===== src/rtl/aqp_esp_uart_tx_arbiter_if.sv =====
// -----------------------------------------------------------------------------
// aqp_esp_uart_tx_arbiter_if
//   Byte-stream handshake between a requester and the ESP UART TX arbiter.
//   The requester (master) holds data/valid/last stable until ready is seen.
//
//   data  [7:0]  byte to transmit
//   valid        data is valid
//   last         byte is the final byte of its packet
//   ready        byte accepted this cycle (driven by the arbiter)
// -----------------------------------------------------------------------------
interface aqp_esp_uart_tx_arbiter_if;
  logic [7:0] data;
  logic       valid;
  logic       last;
  logic       ready;

  modport master (output data, valid, last, input  ready);
  modport slave  (input  data, valid, last, output ready);
endinterface


===== src/rtl/aqp_esp_uart_tx_arbiter.sv =====
// -----------------------------------------------------------------------------
// aqp_esp_uart_tx_arbiter
//   Shares the ESP UART TX byte channel between the CPU I/O port (req0) and
//   the debug/monitor engine (req1). Ownership is packet-granular: once
//   granted, a requester keeps the channel until its byte flagged last has
//   been transferred, or until it has kept valid low for LOCK_TIMEOUT cycles
//   while owning the channel (forced release, one-cycle timeout pulse).
//   Bytes pass through combinationally while BUSY, so there is no added
//   latency; deciding a new owner costs one idle cycle.
//
// Parameters
//   LOCK_TIMEOUT  stall cycles tolerated before forced release (1..65535)
//
// Ports
//   clk, reset_n   clock, asynchronous active-low reset
//   req0, req1     requester byte streams (slave modport)
//   tx_data/valid  byte towards the UART TX serializer
//   tx_ready       serializer accepts the byte
//   grant[1:0]     one-hot current owner, 2'b00 when idle
//   timeout        one-cycle pulse on forced release
//
// Build option
//   AQP_ESP_UART_TX_ARB_PRIO_EN  when defined, req0 wins every arbitration
//                                in which it is valid (strict priority);
//                                otherwise ties alternate round-robin.
// -----------------------------------------------------------------------------
module aqp_esp_uart_tx_arbiter #(
  parameter int unsigned LOCK_TIMEOUT = 1023
) (
  input  logic                            clk,
  input  logic                            reset_n,
  aqp_esp_uart_tx_arbiter_if.slave        req0,
  aqp_esp_uart_tx_arbiter_if.slave        req1,
  output logic [7:0]                      tx_data,
  output logic                            tx_valid,
  input  logic                            tx_ready,
  output logic [1:0]                      grant,
  output logic                            timeout
);

  localparam int NUM_REQ = 2;
  // Stall count at which the next stalled cycle forces release.
  localparam logic [15:0] STALL_LAST = 16'(LOCK_TIMEOUT - 1);

  typedef enum logic {IDLE = 1'b0, BUSY = 1'b1} state_e;

  state_e      state_q, state_d;
  logic        owner_q, owner_d;
  logic        last_owner_q, last_owner_d;
  logic [15:0] stall_cnt_q, stall_cnt_d;
  logic        timeout_q, timeout_d;

  // Requesters gathered into arrays so the owner can index them directly.
  logic [NUM_REQ-1:0][7:0] rq_data;
  logic [NUM_REQ-1:0]      rq_valid;
  logic [NUM_REQ-1:0]      rq_last;
  logic [NUM_REQ-1:0]      rq_ready;

  assign rq_data  = {req1.data,  req0.data};
  assign rq_valid = {req1.valid, req0.valid};
  assign rq_last  = {req1.last,  req0.last};
  assign req0.ready = rq_ready[0];
  assign req1.ready = rq_ready[1];

  logic [7:0] own_data;
  logic       own_valid;
  logic       own_last;
  logic       xfer;

  assign own_data  = rq_data[owner_q];
  assign own_valid = rq_valid[owner_q];
  assign own_last  = rq_last[owner_q];
  assign xfer      = (state_q == BUSY) && own_valid && tx_ready;

  // Winner of an IDLE arbitration; only meaningful when some valid is high.
  logic pick;

  always_comb begin
`ifdef AQP_ESP_UART_TX_ARB_PRIO_EN
    pick = ~rq_valid[0];
`else
    if (&rq_valid) pick = ~last_owner_q;
    else           pick = ~rq_valid[0];
`endif
  end

  // ---------------------------------------------------------------------------
  // State register
  // ---------------------------------------------------------------------------
  always_ff @(posedge clk or negedge reset_n) begin
    if (!reset_n) begin
      state_q      <= IDLE;
      owner_q      <= 1'b0;
      last_owner_q <= 1'b1;   // req0 wins the first tie
      stall_cnt_q  <= '0;
      timeout_q    <= 1'b0;
    end else begin
      state_q      <= state_d;
      owner_q      <= owner_d;
      last_owner_q <= last_owner_d;
      stall_cnt_q  <= stall_cnt_d;
      timeout_q    <= timeout_d;
    end
  end

  // ---------------------------------------------------------------------------
  // Next-state logic
  // ---------------------------------------------------------------------------
  always_comb begin
    state_d      = state_q;
    owner_d      = owner_q;
    last_owner_d = last_owner_q;
    stall_cnt_d  = stall_cnt_q;
    timeout_d    = 1'b0;

    unique case (state_q)
      IDLE: begin
        if (|rq_valid) begin
          state_d     = BUSY;
          owner_d     = pick;
          stall_cnt_d = '0;
        end
      end
      BUSY: begin
        if (xfer) begin
          // A moving byte always resets the stall window; a timeout can only
          // fire with valid low, so it never collides with a transfer.
          stall_cnt_d = '0;
          if (own_last) begin
            state_d      = IDLE;
            last_owner_d = owner_q;
          end
        end else if (!own_valid) begin
          if (stall_cnt_q == STALL_LAST) begin
            state_d      = IDLE;
            last_owner_d = owner_q;
            stall_cnt_d  = '0;
            timeout_d    = 1'b1;
          end else if (stall_cnt_q != 16'hFFFF) begin
            stall_cnt_d = stall_cnt_q + 16'd1;
          end
        end
        // valid high with tx_ready low is serializer backpressure: hold.
      end
      default: state_d = IDLE;
    endcase
  end

  // ---------------------------------------------------------------------------
  // Outputs: combinational pass-through from the owner while BUSY.
  // ---------------------------------------------------------------------------
  always_comb begin
    tx_data  = '0;
    tx_valid = 1'b0;
    rq_ready = '0;
    grant    = '0;
    if (state_q == BUSY) begin
      tx_data           = own_data;
      tx_valid          = own_valid;
      rq_ready[owner_q] = tx_ready;
      grant[owner_q]    = 1'b1;
    end
  end

  assign timeout = timeout_q;

endmodule


===== src/flat_wrapper.sv =====
// flat-port wrapper written by rule: the top's interface ports become plain ports
module aqp_esp_uart_tx_arbiter_flat 
#(
  parameter int unsigned LOCK_TIMEOUT = 1023
)
  (clk, reset_n, tx_data, tx_valid, tx_ready, grant, timeout, req0_data, req0_valid, req0_last, req0_ready, req1_data, req1_valid, req1_last, req1_ready);
  aqp_esp_uart_tx_arbiter_if req0_i ();
  aqp_esp_uart_tx_arbiter_if req1_i ();
  input  logic clk;
  input  logic reset_n;
  output logic [7:0] tx_data;
  output logic tx_valid;
  input  logic tx_ready;
  output logic [1:0] grant;
  output logic timeout;
  input wire logic [$bits(req0_i.data)-1:0] req0_data;
  input wire logic [$bits(req0_i.valid)-1:0] req0_valid;
  input wire logic [$bits(req0_i.last)-1:0] req0_last;
  output wire logic [$bits(req0_i.ready)-1:0] req0_ready;
  input wire logic [$bits(req1_i.data)-1:0] req1_data;
  input wire logic [$bits(req1_i.valid)-1:0] req1_valid;
  input wire logic [$bits(req1_i.last)-1:0] req1_last;
  output wire logic [$bits(req1_i.ready)-1:0] req1_ready;
  assign req0_i.data = req0_data;
  assign req0_i.valid = req0_valid;
  assign req0_i.last = req0_last;
  assign req0_ready = req0_i.ready;
  assign req1_i.data = req1_data;
  assign req1_i.valid = req1_valid;
  assign req1_i.last = req1_last;
  assign req1_ready = req1_i.ready;
  aqp_esp_uart_tx_arbiter #(.LOCK_TIMEOUT(LOCK_TIMEOUT)) u_core (.clk(clk), .reset_n(reset_n), .req0(req0_i), .req1(req1_i), .tx_data(tx_data), .tx_valid(tx_valid), .tx_ready(tx_ready), .grant(grant), .timeout(timeout));
endmodule

===== config.mk =====
export PLATFORM = sky130hd
export DESIGN_NAME = aqp_esp_uart_tx_arbiter_flat
export DESIGN_NICKNAME = d
export VERILOG_FILES = /design/src/rtl/aqp_esp_uart_tx_arbiter_if.sv /design/src/rtl/aqp_esp_uart_tx_arbiter.sv /design/src/flat_wrapper.sv
export SDC_FILE = /design/constraint.sdc
export NUM_CORES = 1
export LEC_CHECK = 0
export ABC_AREA = 1
export CAP_MARGIN = 25
export CORE_AREA = 10 10 71 73
export CTS_CLUSTER_DIAMETER = 60
export DETAILED_ROUTE_END_ITERATION = 10
export DIE_AREA = 0 0 81 83
export PLACE_DENSITY = 0.81
export SKIP_CTS_REPAIR_TIMING = 1
export SYNTH_ARGS = -nofsm -noshare
export SYNTH_HDL_FRONTEND = slang
export SYNTH_SLANG_ARGS = --single-unit
export TNS_END_PERCENT = 10

===== constraint.sdc =====
create_clock -name clk -period 1.7 [get_ports clk]
set_clock_uncertainty 0.1 [all_clocks]
set_input_delay 0.34 -clock clk [delete_from_list [all_inputs] [get_ports clk]]
set_output_delay 0.34 -clock clk [all_outputs]
set_load 0.02 [all_outputs]

# Word-level counts from Yosys, hierarchy flattened

Cells that the tools add are included.

Register bits: 20
Input bits: 23
Output and inout bits: 14
Word-level logic and storage cells: 61

Add/sub/neg operators: 1
Magnitude comparators: 2
Equal/unequal tests: 7
Muxes and demuxes: 33
Bitwise logic cells: 4
Reduce and logical (&&, ||, !) cells: 9

Operators by type and width:

| cell                    | count |
|---|---|
| $mux W16                | 5 |
| $pmux W16 S2            | 1 |
| $mux W8                 | 3 |
| $mux W1                 | 20 |
| $add A16 B1 Y16 const B | 1 |
| $eq A16 B10 Y1 const B  | 1 |
| $ne A16 B16 Y1 const B  | 1 |
| $mux W2                 | 2 |
| $ne A2 B1 Y1 const B    | 2 |
| $ne A4 B4 Y1 const B    | 1 |
| $reduce_and A2 Y1       | 2 |
| $reduce_and A4 Y1       | 1 |
| $logic_and A1 B1 Y1     | 3 |
| $ne A3 B3 Y1 const B    | 1 |
| $not A1 Y1              | 3 |
| $reduce_and A3 Y1       | 1 |
| $and A2 B2 Y2           | 1 |
| $lt A1 B2 Y1 const B    | 1 |
| $ne A2 B2 Y1 const B    | 1 |
| $pmux W1 S2             | 1 |
| $reduce_bool A2 Y1      | 1 |
| $reduce_or A2 Y1        | 1 |
| $demux W1 S1            | 1 |
| $ge A1 B1 Y1 const B    | 1 |

# Longest topological paths before layout

Gate-level depths: netlist of run 1.

Depth after elaboration: 6
Depth in mapped cells: 11
Gate-level depth less buffers: 10

# Least setup slack after synthesis of run 1

Ideal clock, no wire load.

Path type: register to output
Start: register u_core.owner_q
End: output tx_data[0]
Arrival time: 1,206 ps
Data required time: 1,260 ps
Setup slack: 54 ps
Cell stages (with the launch flop): 5
Buffers on the path: 1
Cell sequence: dfrtp_1 buf_4 nand2_1 clkinv_1 a22o_1

Longest elaborated chain between the ends: 3

Ends and longest elaborated chain:

| what                                       | RTL line                       | text |
|---|---|---|
| start: declaration                         | aqp_esp_uart_tx_arbiter.sv:48  | `logic owner_q, owner_d;` |
| start signal: assignment                   | aqp_esp_uart_tx_arbiter.sv:99  | `owner_q <= owner_d;` |
| $mux W8 (implied by the code) (2 in a row) | aqp_esp_uart_tx_arbiter.sv:70  | `assign own_data = rq_data[owner_q];` |
| $mux W8                                    | aqp_esp_uart_tx_arbiter.sv:157 | `if (state_q == BUSY) begin` |
| end: declaration                           | flat_wrapper.sv:11             | `output logic [7:0] tx_data;` |

Every way passes these cells. The select of a mux whose other input is x is not followed.

# Worst setup path in the final report of run 1

Start: register u_core.owner_q
End: output tx_data[4]

The elaborated chain is that of the path after synthesis.

==> results.md, run 1 <==
- Status: finished, violations left
- Violated checks: setup timing
- Initial antenna violation count: 0
- Post-DP Area: 2121 sq um
- Root Buffer Master: clkbuf_8
- TritonCTS clock tree: done
- Pin count of the biggest net entering global routing: 21
- Clk Latency, worst-skew pair: 0.27 ns
- DRC errors left: 0
- Ys Warns: 0
- Netlist Area Pre-Place: 1584 sq um
- Crit path capture type: primary output
- Leading area contributor after synthesis: dfrtp_1
- Reg area: 503.0 sq um
- Most frequent cell after synthesis: nand2_1
- Min Tclk post-route: ~1.9 ns
- Async set-or-reset flop fraction in the synthesized netlist: 100.0%
- Cell Rows: 22
- Fmax: between 500 and 600 MHz
- Flops & latches, synth: 20
- Tightest Pin Transition: 0.4645 ns
- Routability-driven placement congestion ratio: 0.8675
- Worst setup SP type: flip-flop
- Routed via count: 1,577
- Post-route insts no fill: approximately 330
- Vias per cell: 4.793
- Crit Path Class: reg2out
- IR drop worst, VDD: a little over 0.8 mV
- GR Overflow Total: 0
- Critical Path RT: 1.26 ns
- Final period utilization: 111.5%
- Critical path, cell by cell: nand2_2 > clkinvlp_4 > buf_4 > a22o_1 > buf_4
- Inst Count DP: roughly 320
- Layout area overhead: 41.55%
- Hold Vio Cnt, Final: 0
- Final WS setup: -0.1959 ns
- Dpl ws: -0.4383 ns
- Post-synth EDFFs: 0
- Vias in the first global route: 1,593
- Max-cap violation count: 0
- Final ANT Viol Nets: 0
- Global-route wire length before repair: 6.789 mm
- Mapped Cells: 221
- Pwr dens: 1221 nW/um^2
- Final WL: slightly above 4 mm
- DIE HEIGHT: 83 um
- RSZ-0062 raised after global routing: yes
- Register area share after synthesis: 31.67%
- Num ports: 37
- Max H-tree Level: 1
- Setup violators final: 15
- CTS clock-pin slew for the worst setup and hold paths: 0.08 ns
- # diodes: 0
- Top cells by area, synth: dfrtp_1 (30%), nand2_1 (18%), nand3_1 (6.0%)
- Share of post-route cells with drive strength above 1: 27.05%
- Fill cell count: 337
- Critical Path Fanout Max: 7
- Post-synth top area share: 30.02%
- Synth Area per Inst: 7.168 sq um
- Final Max Tran Viols: 0
- TritonCTS Buffers: 3
- Starting Density: 43.60%
- Clock sink count: 20
- Post-route cell area: 2242 sq um
- Post-synth top cells: nand2_1 (75), nor2_1 (24), dfrtp_1 (19), nand3_1 (19), inv_1 (16)
- Die X: just over 80 um
- Ys flop type: dfrtp_1
- Worst Hold Class: in2async
- Leakage: 1.156 nW
- Drt wl/cell: 12.51 um
- Initial DRT Pass Iterations: 4
- Power, Total: 0.002738 W
- Die ar.: 6723 sq um
- Post-DP HPWL: roughly 3.2 mm
- Nets@finish: 307
- Arr. time, crit path: 1.46 ns
- Net Count, Synth: 246
- Total Routing Usage GR: 12.07%
- Clock buffer depth: 2
- Drt initial violations: 37
- Critical path's slowest cell: dfrtp_2
- Most used cell, CP: buf_4
- Multi-input logic area: roughly 990 sq um
- Setup TNS: -1.146 ns
- IO Port Bufs: 36
- Core Box Area: between 3000 and 4000 sq um
- Slowest Stage Delay on Critical Path: 0.43 ns
- Post-synth cell types: 33
- Slew Limit Headroom: 68.96%
placed cells by master (no fill, tap or decap), types with 2 or more instances in the layout:
cell type	instances
inv_1	16
nor2_1	24
xor2_1	4
clkbuf_2	2
clkdlybuf4s50_1	21
o21ai_0	2
nor3_1	2
dlymetal6s2s_1	3
nand2_2	6
clkbuf_8	3
nand2_4	3
xnor2_1	4
inv_2	4
nand3b_1	2
nor2_2	2
buf_6	6
nand4_1	2
buf_4	25
dfrtp_1	18
nor2_4	5
nand3_2	8
buf_2	3
nand2_1	74
nand3_1	17
a22o_1	8
report_power, final:
part           switching (W)  leakage [nW]  internal (W)
Combinational       0.000882         0.855      0.000741
Sequential         0.0000763         0.265      0.000553
Clock               0.000170        0.0357      0.000315
Total                0.00113          1.16       0.00161
final timing paths:
kind                                    endpoint  depth (start not counted)  slack (ns)                start
min reg2reg                  u_core.last_owner_q                          2        0.37  u_core.last_owner_q
max in group asynchronous    u_core.last_owner_q                          2        0.92              reset_n
max reg2reg                u_core.stall_cnt_q[5]                          9       -0.03       u_core.owner_q
min                        u_core.stall_cnt_q[9]                          2        0.30              reset_n
min in group clk             u_core.last_owner_q                          2        0.37  u_core.last_owner_q
max                                   tx_data[4]                          5       -0.20       u_core.owner_q
cell families after synthesis:
family / Yosys count / share of synthesized area (%)
and+or+nand+nor: 147 / 45.18
buffers and inverters: 27 / 8.215
DFF: 20 / 31.68
AOI/OAI and AO/OA: 17 / 8.926
xor gates and xnor gates: 8 / 4.423
adders and majority gates: 2 / 1.580
critical path: cells and delay by family (launching register included):
family,cells,cell delay (ns)
compound gates,1,0.19
buf+inv,3,0.47
flops,1,0.43
simple gates,1,0.09
stage by stage:
| stage | utilization (%) | hold WS, ns |
|---|---|---|
| after floorplan | - | -0.05559 |
| after global placement | 58.37 | 0.3548 |
| after detailed placement | 58.37 | 0.3667 |
| after CTS | 60.33 | 0.3145 |
| after global routing | 61.71 | 0.3339 |
| final | 61.71 | 0.2965 |
metal layers:
metal / track usage (%) / vias up / part of all wire, %
met4: 5.321 / 0 / 1.3
li1: - / 825 / -
met2: 19.88 / 36 / 45
met3: 2.371 / 5 / 6.3
met5: 0 / - / 0
met1: 14.53 / 711 / 47
area by class of cell:
| class | instances | share of cell area [%] |
|---|---|---|
| Clock buffer | 3 | 1.842 |
| Multi-Input combinational cell | 174 | 44.03 |
| Tap cell | 48 | 2.679 |
| Sequential cell | 20 | 22.43 |
| Inverter | 23 | 4.129 |
| Clock inverter | 1 | 1.339 |
| Timing Repair Buffer | 60 | 23.55 |
registers in the layout, summed over array words and instances, names as in the netlist:
signal and count:
u_core.owner_q 1, u_core.state_q 1, u_core.last_owner_q 1, u_core.timeout 1, u_core.stall_cnt_q 16
(Power assumes the default switching activity.)
==> inputs of run 2 (changes only) <==
--- a/config.mk
+++ b/config.mk
@@ -5,13 +5,12 @@
 export SDC_FILE = /design/constraint.sdc
 export NUM_CORES = 1
 export LEC_CHECK = 0
-export ABC_AREA = 1
 export CAP_MARGIN = 25
-export CORE_AREA = 10 10 71 73
+export CORE_AREA = 10 10 66 68
 export CTS_CLUSTER_DIAMETER = 60
 export DETAILED_ROUTE_END_ITERATION = 10
-export DIE_AREA = 0 0 81 83
-export PLACE_DENSITY = 0.81
+export DIE_AREA = 0 0 76 78
+export PLACE_DENSITY = 0.84
 export SKIP_CTS_REPAIR_TIMING = 1
 export SYNTH_ARGS = -nofsm -noshare
 export SYNTH_HDL_FRONTEND = slang
==> run 2 against run 1 <==
Against the previous run:
- the flow still finishes with violations (setup timing)
- hold slack lost 0.034 ns
- combinational power shrank 12%
- power shrank 11%
- clock-buffer cell count is the same
- register-to-register slack lost 0.34 ns
- fmax shrank 8.5%
==> results.md, run 2 <==
- Mapped Cells: 159
- Final Max Tran Viols: 0
- Root Buffer Master: clkbuf_4
- Num ports: 37
- Final WL: between 4 and 5 mm
- Dpl ws: -0.5033 ns
- Post-synth cell types: 38
- Critical path, cell by cell: inv_1 > ha_1 > or4b_4 > nor4_4 > buf_6 > nand2_2 > a21oi_4 > mux2_4
- Clock buffer depth: 2
- Post-synth EDFFs: 0
- Largest register FFs: 16
- Nets@finish: 266
- Max-cap violation count: 0
- Cell Rows: 21
- # diodes: 0
- Slowest Stage Delay on Critical Path: 0.47 ns
- Ys Warns: 0
- Die ar.: 5928 sq um
- Drt wl/cell: 15.90 um
- Core Box Area: 3179 sq um
- Min Tclk post-route: 2.072 ns
- Tightest Pin Transition: 0.2928 ns
- R2r setup slk: -0.37 ns
- Violated checks: setup timing
- Crit path capture type: flip-flop
- Clock sink count: 20
- Die X: 76 um
- Initial antenna violation count: 0
- Hold Vio Cnt, Final: 0
- Setup violators final: 30
- Top cells by area, synth: dfrtp_1 (35%), mux2i_1 (5.9%), nor2_1 (5.0%)
- IR drop worst, VDD: 0.8326 mV
- Worst setup SP type: flip-flop
- Vias per cell: 5.584
- Setup TNS: -5.649 ns
- Fill cell count: 224
- Routed via count: 1,597
- Post-synth top area share: between 30% and 40%
- Finished Core Util: between 70% and 80%
- Multi-input logic area: 938.4 sq um
- R2R cell count: 8
- Flops & latches, synth: 20
- Starting Density: ~42%
- Critical Path Fanout Max: 8
- Initial DRT Pass Iterations: 4
- Commonest cells after routing, fill and taps aside: buf_4 (47), clkdlybuf4s50_1 (22), dfrtp_1 (18)
- Worst Hold Class: in2async
- Final period utilization: 121.9%
- Crit Path Class: reg2reg
- Total Routing Usage GR: 13.73%
- Critical Path RT: 1.85 ns
- Reg area: 503.0 sq um
- TritonCTS clock tree: done
- Ys flop type: dfrtp_1
- Most frequent cell after synthesis: dfrtp_1
- Vias in the first global route: 1,527
- CTS clock-pin slew for the worst setup and hold paths: 0.12 ns
- Most flop-heavy register: u_core.stall_cnt_q
- Critical path's slowest cell: or4b_4
- Post-DP HPWL: 3.250 mm
- Leakage: 1.042 nW
- Register area share after synthesis: 37.20%
- Fmax: 482.7 MHz
- Global-route wire length before repair: a little under 7 mm
- R2r endpoint: u_core.last_owner_q
- IO Port Bufs: 36
- Share of post-route cells with drive strength above 1: 40.42%
- Final ANT Viol Nets: 0
- Routability-driven placement congestion ratio: 0.8370
- Critical R2R Launch: u_core.stall_cnt_q[0]
- DIE HEIGHT: approximately 78 um
- Arr. time, crit path: 2.22 ns
- TritonCTS Buffers: 3
- Layout area overhead: 68.74%
- Async set-or-reset flop fraction in the synthesized netlist: 100.0%
- Final WS setup: -0.3716 ns
- GR Overflow Total: 0
- Net Count, Synth: 184
- Leading area contributor after synthesis: dfrtp_1
- Max H-tree Level: 1
- Drt initial violations: 89
- Leading cell type in the layout, fill and taps excluded: buf_4
- Post-synth top cells: dfrtp_1 (19), nor2_1 (18), nand2_1 (14)
- Clk Latency, worst-skew pair: 0.30 ns
- DRC errors left: 0
- Netlist Area Pre-Place: 1349 sq um
- Pwr dens: roughly 1100 nW/um^2
- Status: finished, violations left
- Power, Total: 0.002444 W
- Pin count of the biggest net entering global routing: 21
- RSZ-0062 raised after global routing: yes
- Synth Area per Inst: 8.483 sq um
- Slew Limit Headroom: 80.30%
[run 2: report_power, final]
group | internal [W] | switching (W) | leakage, nW | total, W
Clock | 0.000238 | 0.000155 | 0.0279 | 0.000393
Sequential | 0.000549 | 0.0000667 | 0.265 | 0.000616
Combinational | 0.000714 | 0.000721 | 0.749 | 0.00143
Total | 0.00150 | 0.000943 | 1.04 | 0.00244
[run 2: cell families after synthesis]
logic type,share of synthesized area (%)
AO/OA/AOI/OAI,19.39
flip-flops,37.20
adder cells (fa/ha/maj),1.855
multiplexers,7.792
AND/OR/NAND/NOR,30.98
buffers and inverters,2.782
[run 2: cell type report]
type | instances | share of cell area (%)
Multi-Input combinational cell | 131 | 41.23
Tap cell | 46 | 2.529
Sequential cell | 20 | 22.10
Clock inverter | 1 | 1.319
Clock buffer | 3 | 0.9896
Timing Repair Buffer | 83 | 31.34
Inverter | 2 | 0.4948
[run 2: routing by layer]
metal  share of wire, %  track usage (%)
met1                 39            14.78
met2                 49            21.77
met3                 12            8.180
met4               0.51            5.114
met5                  0                0
[run 2: worst max-delay path: cells and delay by family, from the launching register on]
| family | cells | cell delay [ns] |
|---|---|---|
| multiplexers | 1 | 0.31 |
| AO/OA/AOI/OAI | 1 | 0.15 |
| AND/OR/NAND/NOR | 3 | 0.69 |
| buffers and inverters | 2 | 0.23 |
| adder cells (fa/ha/maj) | 1 | 0.13 |
| flip-flops | 1 | 0.40 |
[run 2: worst max path at each step]
stage,start,end,slack (ns),cells past startpoint
after floorplan,u_core.stall_cnt_q[0],u_core.last_owner_q,-0.34,7
after global routing,u_core.stall_cnt_q[0],u_core.last_owner_q,-0.45,8
final,u_core.stall_cnt_q[0],u_core.last_owner_q,-0.37,8
after global placement,req1_valid,u_core.stall_cnt_q[3],-0.43,6
after CTS,u_core.owner_q,tx_data[6],-0.59,4
after detailed placement,req1_valid,u_core.stall_cnt_q[3],-0.50,6
[run 2: per-stage QoR]
| stage | hold slack [ns] | std cells | area (sq um) |
|---|---|---|---|
| detailed placement | 0.4720 | 279 | 2083 |
| floorplan | -0.05559 | 159 | 1353 |
| global placement | 0.4605 | 279 | 2083 |
| finish | 0.2626 | 286 | 2276 |
| CTS | 0.2543 | 283 | 2136 |
| global route | 0.2768 | 286 | 2276 |
